### config.mk
export PLATFORM = sky130hd
export DESIGN_NAME = mask_range_sched
export DESIGN_NICKNAME = d
export VERILOG_FILES = /design/src/rtl/mask_range_sched.sv
export SDC_FILE = /design/constraint.sdc
export NUM_CORES = 1
export LEC_CHECK = 0
export ABC_CLOCK_PERIOD_IN_PS = 1700
export BUFFER_PORTS_ARGS = -buffer_cell sky130_fd_sc_hd__buf_2
export CELL_PAD_IN_SITES_DETAIL_PLACEMENT = 0
export CELL_PAD_IN_SITES_GLOBAL_PLACEMENT = 1
export CORE_AREA = 4 4 106 133
export CTS_CLUSTER_DIAMETER = 30
export CTS_CLUSTER_SIZE = 40
export DETAILED_ROUTE_END_ITERATION = 12
export DIE_AREA = 0 0 110 137
export GPL_TIMING_DRIVEN = 0
export PLACE_DENSITY = 0.76
export SLEW_MARGIN = 20
export SYNTH_ARGS = -nofsm -noshare
export SYNTH_HDL_FRONTEND = slang
export SYNTH_SLANG_ARGS = --single-unit
### constraint.sdc
create_clock -name i_clk -period 1.7 [get_ports i_clk]
set_input_delay 0.085 -clock i_clk [delete_from_list [all_inputs] [get_ports i_clk]]
set_output_delay 0.085 -clock i_clk [all_outputs]
set_load 0.01 [all_outputs]
### src/rtl/mask_range_sched.sv
// mask_range_sched: arbitrates range requests from two requesters (round-robin) in front of
// the shared 32-bit mask generator. Each grant runs the generator twice (left bound, then
// right bound) and returns the AND of the two masks with a one-cycle ack. A watchdog aborts
// a run whose done never rises. Every output is driven straight from a flop.
//
// Ports:
//   i_clk, i_rstn           clock, asynchronous active-low reset
//   i_req0/1                request level, held until the matching ack
//   i_left0/1, i_right0/1   bound indices, stable while the request is high
//   o_ack0/1                one-cycle completion pulse
//   o_err                   pulses with the ack when the run timed out
//   o_mask                  AND of left/right masks in the ack cycle, 0 otherwise
//   o_busy                  high whenever the FSM is not idle
//   o_mg_trig               generator trig (level)
//   o_mg_left_or_right      generator select: 0 = left, 1 = right
//   o_mg_bound_index        generator bound index (held stable for the whole run)
//   i_mg_done, i_mg_mask    generator done level and mask (mask valid while done is high)
module mask_range_sched #(
    parameter int unsigned TIMEOUT_CYCLES = 64,
    parameter int unsigned TO_W           = 7
) (
    input  logic        i_clk,
    input  logic        i_rstn,
    input  logic        i_req0,
    input  logic        i_req1,
    input  logic [4:0]  i_left0,
    input  logic [4:0]  i_left1,
    input  logic [4:0]  i_right0,
    input  logic [4:0]  i_right1,
    output logic        o_ack0,
    output logic        o_ack1,
    output logic        o_err,
    output logic [31:0] o_mask,
    output logic        o_busy,
    output logic        o_mg_trig,
    output logic        o_mg_left_or_right,
    output logic [4:0]  o_mg_bound_index,
    input  logic        i_mg_done,
    input  logic [31:0] i_mg_mask
);

    typedef enum logic [2:0] {
        StIdle,
        StLRun,
        StLRel,
        StRRun,
        StRRel,
        StResp,
        StAbort
    } state_e;

    localparam logic [TO_W-1:0] WdLast = TO_W'(TIMEOUT_CYCLES - 1);

    state_e state_q, state_d;

    logic            id_q, id_d;
    logic            last_q, last_d;
    logic [4:0]      left_q, left_d;
    logic [4:0]      right_q, right_d;
    logic [31:0]     lmask_q, lmask_d;
    logic [31:0]     rmask_q, rmask_d;
    logic [TO_W-1:0] wd_q, wd_d;
    logic            grant;

    logic            trig_q, trig_d;
    logic            sel_q, sel_d;
    logic [4:0]      idx_q, idx_d;
    logic            ack0_q, ack0_d;
    logic            ack1_q, ack1_d;
    logic            err_q, err_d;
    logic [31:0]     mask_q, mask_d;
    logic            busy_q, busy_d;

    // Next-state and latched-operand logic.
    always_comb begin
        state_d = state_q;
        id_d    = id_q;
        last_d  = last_q;
        left_d  = left_q;
        right_d = right_q;
        lmask_d = lmask_q;
        rmask_d = rmask_q;
        wd_d    = wd_q;
        grant   = 1'b0;

        case (state_q)
            StIdle: begin
                if (i_req0 || i_req1) begin
                    // On a tie the requester not served last wins; a lone requester always wins.
                    grant   = (i_req0 && i_req1) ? ~last_q : i_req1;
                    id_d    = grant;
                    left_d  = grant ? i_left1 : i_left0;
                    right_d = grant ? i_right1 : i_right0;
                    wd_d    = '0;
                    state_d = StLRun;
                end
            end
            StLRun: begin
                if (i_mg_done) begin
                    lmask_d = i_mg_mask;
                    state_d = StLRel;
                end else if (wd_q == WdLast) begin
                    state_d = StAbort;
                end else begin
                    wd_d = wd_q + 1'b1;
                end
            end
            StLRel: begin
                // Generator must return to idle before the next trig is raised.
                if (!i_mg_done) begin
                    wd_d    = '0;
                    state_d = StRRun;
                end
            end
            StRRun: begin
                if (i_mg_done) begin
                    rmask_d = i_mg_mask;
                    state_d = StRRel;
                end else if (wd_q == WdLast) begin
                    state_d = StAbort;
                end else begin
                    wd_d = wd_q + 1'b1;
                end
            end
            StRRel: begin
                if (!i_mg_done) begin
                    state_d = StResp;
                end
            end
            StResp: begin
                last_d  = id_q;
                state_d = StIdle;
            end
            StAbort: begin
                last_d  = id_q;
                state_d = StIdle;
            end
            default: begin
                state_d = StIdle;
            end
        endcase
    end

    // Output values for the coming cycle, decoded from the next state so that every output
    // is registered and lines up with the state it belongs to.
    always_comb begin
        trig_d = 1'b0;
        sel_d  = sel_q;
        idx_d  = idx_q;
        ack0_d = 1'b0;
        ack1_d = 1'b0;
        err_d  = 1'b0;
        mask_d = '0;
        busy_d = (state_d != StIdle);

        case (state_d)
            StLRun: begin
                trig_d = 1'b1;
                sel_d  = 1'b0;
                idx_d  = left_d;
            end
            StRRun: begin
                trig_d = 1'b1;
                sel_d  = 1'b1;
                idx_d  = right_d;
            end
            StResp: begin
                ack0_d = ~id_q;
                ack1_d = id_q;
                mask_d = lmask_q & rmask_q;
            end
            StAbort: begin
                ack0_d = ~id_q;
                ack1_d = id_q;
                err_d  = 1'b1;
            end
            default: begin
                // Release and idle states keep select and index where they were.
            end
        endcase
    end

    always_ff @(posedge i_clk or negedge i_rstn) begin
        if (!i_rstn) begin
            state_q <= StIdle;
            id_q    <= 1'b0;
            last_q  <= 1'b1;
            left_q  <= '0;
            right_q <= '0;
            lmask_q <= '0;
            rmask_q <= '0;
            wd_q    <= '0;
            trig_q  <= 1'b0;
            sel_q   <= 1'b0;
            idx_q   <= '0;
            ack0_q  <= 1'b0;
            ack1_q  <= 1'b0;
            err_q   <= 1'b0;
            mask_q  <= '0;
            busy_q  <= 1'b0;
        end else begin
            state_q <= state_d;
            id_q    <= id_d;
            last_q  <= last_d;
            left_q  <= left_d;
            right_q <= right_d;
            lmask_q <= lmask_d;
            rmask_q <= rmask_d;
            wd_q    <= wd_d;
            trig_q  <= trig_d;
            sel_q   <= sel_d;
            idx_q   <= idx_d;
            ack0_q  <= ack0_d;
            ack1_q  <= ack1_d;
            err_q   <= err_d;
            mask_q  <= mask_d;
            busy_q  <= busy_d;
        end
    end

    assign o_mg_trig          = trig_q;
    assign o_mg_left_or_right = sel_q;
    assign o_mg_bound_index   = idx_q;
    assign o_ack0             = ack0_q;
    assign o_ack1             = ack1_q;
    assign o_err              = err_q;
    assign o_mask             = mask_q;
    assign o_busy             = busy_q;

endmodule

==> impl_results.md <==
* Design area at ~7300 um^2
* Number of buffers created by CTS at 17
* Initial DRC Count at 124
* Die X at 110 um
* Clock share of power at 27.8%
* RR Startpoint: wd_q[1]
* Net count, final at about 590
* Synthesized cell area at 5040 um^2
* Worst-Skew Late Latency at 400 ps
* Status: finished with violations
* Final wirelength at 11.5 mm
* Crit. Startpoint: wd_q[1]
* Core Area at between 10000 and 15000 um^2
* Warnings, synthesis at 0
* Initial Util at around two fifths
* Cell count after synthesis at 360
* Max-slew violations at 0
* Unique masters post-synth at 44
* Vias in the first global route at 3746
* GP Congestion at about 0.82
* Crit Path Category: reg2reg
* GRT Util Overall at about 16%
* Worst EP arrival at approximately 2200 ps
* Register area share after synthesis at 64.0%
* Skew final at ~5.7 ps
* Detailed placement HPWL at approximately 7 mm
* Post-synthesis to final-layout area growth at 43.8%
* Slew @ Worst Pin at between 400 and 500 ps
* Comb power frac at 33.9%
* CTS tree: yes
* Pin count of the biggest net entering global routing at about 80
* Maximum vdd ir drop at ~990 uV
* Die ar. at 15100 um^2
* DR WL/cell at around 16 um
* IO Count at 100
* Via/cell ratio at a little under 5
* Port buffer count at 99
* RSZ-0062 raised after global routing: yes
* Total vias in the final route at between 3000 and 4000
* Commonest cells after routing, fill and taps aside: 127 x dfrtp_1, 100 x buf_2, 55 x mux2_2
* LEAKAGE at ~3.6 nW
* GRT overflow at 0
* Pre-CTS WS at -384 ps
* Average cell area after synthesis at 14.0 um^2
* Hold_sp: i_right0[4]
* Final core utilization at around 57%
* CTS max path bufs at 2
* H-tree depth at 4
* Relative slew margins at between 60 and 70%
* Residual DRC count at 0
* PD cells at between 1500 and 2000 nW/um^2
* Setup crit end kind: flop
* Mapped Nets at 418
* Chip height at about 140 um
* Maximum clock rate at between 500 and 600 MHz
* Max Cap Viol at 0
* Crit-path max FO at 5
* Failing checks: setup timing
* Switching share of power at approximately 29%
* Initial antenna violation count at 0
* Sequential Power Share at about two fifths
* Layout cells sized above 1 at 51.2%
* Hold WC Path Type: in2reg
* ANT cells at 0
* Critical Path RT at a little over 2000 ps
* Yosys reg bits at approximately 130
* Placed Instance Area at approximately 5800 um^2
* DR pass1 iterations at 4
* Clk slew on worst S/H paths at 60 ps
* Setup violators final at 6
* Final Hold Viols at 0
* Leading cell type in the layout, fill and taps excluded: dfrtp_1
* Startpoint Class: flop
* Post-route ant nets at 0
* First-pass GRT wire length at 18.4 mm
* Site Rows at 46
* Minimum clock period after layout at 1820 ps
* Final WS setup at -118 ps
* Switching pwr at about 0.0036 W
* Tcrit/Tclk final at 107%
* Power Internal at about 0.0087 W
* Clk sinks at ~130
* Clock root buffer master: clkbuf_16
[logic make-up after synthesis]
kind of cell	share of synthesized area, %
compound gates	4.96
xor+xnor	0.174
fa+ha+maj	0.248
buf+inv	2.21
flops	64.0
mux	17.3
simple gates	11.0
[per-layer routing]
metal,wire length (um),part of all wire [%],vias to the layer above,track usage (%)
met2,6080,53,88,26.2
met1,4710,41,1753,19.4
met3,511,4.5,16,4.39
li1,-,-,1643,-
met5,0,0,-,0
met4,187,1.6,0,6.51
[cell type report]
class | instances | area [um^2]
Fill cell | 1034 | 5470
Sequential cell | 129 | 3230
Inverter | 4 | 15.0
Multi-Input combinational cell | 210 | 1960
Tap cell | 168 | 210
Timing Repair Buffer | 157 | 1100
Clock buffer | 20 | 457
Buffer | 17 | 170
Clock inverter | 12 | 110
[through the flow]
step / setup TNS [ps] / hold WS (ps) / power, W / instances
final: -403 / 26.4 / 0.0123 / 717
after global routing: -1970 / 37.4 / 0.0130 / 717
after CTS: -483 / 8.04 / 0.0119 / 709
after detailed placement: -24070 / 59.6 / 0.00771 / 628
after global placement: -157460 / 330 / 0.00754 / 627
after floorplan: -5.93 / -211 / 0.00684 / 360
[synthesized netlist by cell type, drive strengths merged]
cell     number  area share [%]
a21oi        13             1.6
nor3b         1            0.25
a21o          1            0.15
nor4bb        5            0.99
o31ai         1            0.15
o21ai         6            0.60
inv           4            0.30
clkbuf        3            0.22
ha            1            0.25
a21boi        1            0.15
a32o          1            0.20
nand2b        2            0.25
mux2         66              15
and3         32             4.0
nand3         6            0.69
nor3          6            0.92
buf          14             1.7
a221o         5            0.99
o311ai        2            0.50
a22o          1            0.17
mux2i        13             2.6
nor2         17             1.3
or4           2            0.30
or3           3            0.37
dfrtp       128              64
or4b          1            0.20
xor2          1            0.17
or2           3            0.42
nand2        14             1.0
o21a          1            0.17
dfstp         1            0.52
a31oi         1            0.12
nor2b         2            0.25
nor4          1            0.12
o2bb2ai       1            0.17
[final timing paths]
check	end	slack, ps	cells after the start
hold reg to reg	o_mg_left_or_right	480	1
hold / removal	right_q[4]	30	3
setup reg to reg	wd_q[3]	-120	6
min in group asynchronous	lmask_q[7]	190	2
max in group asynchronous	last_q	740	3
setup / recovery	wd_q[3]	-120	6
[worst max-delay path, stage by stage (launching register included)]
cell	delay [ps]
dfrtp_1	410
ha_4	190
nand2_4	100
nor3_4	60
or4b_4	490
or4_4	420
nand3_2	80
[flip-flops by register name, indices dropped and copies added (netlist names), 3 cells and up]
register / count
right_q: 5
wd_q: 7
lmask_q: 32
o_mg_bound_index: 5
o_mask: 32
rmask_q: 32
state_q: 3
left_q: 5
[repair_timing]
action                     4_1_cts  5_1_grt
hold endpoints to repair       115        0
cloned                           0        2
buffers inserted                17        6
gates resized for setup         42       40
setup endpoints to repair      107       82
pin swaps                        9        8
hold buffers                    33        0
[power groups by stage]
stage	combinational [W]	sequential [W]	clock, W
after global routing	0.00452	0.00485	0.00365
after floorplan	0.00221	0.00463	0
after detailed placement	0.00300	0.00471	0
after CTS	0.00370	0.00469	0.00350
after global placement	0.00289	0.00465	0
final	0.00416	0.00470	0.00342
Note: power is estimated with default switching activity, not from simulation.
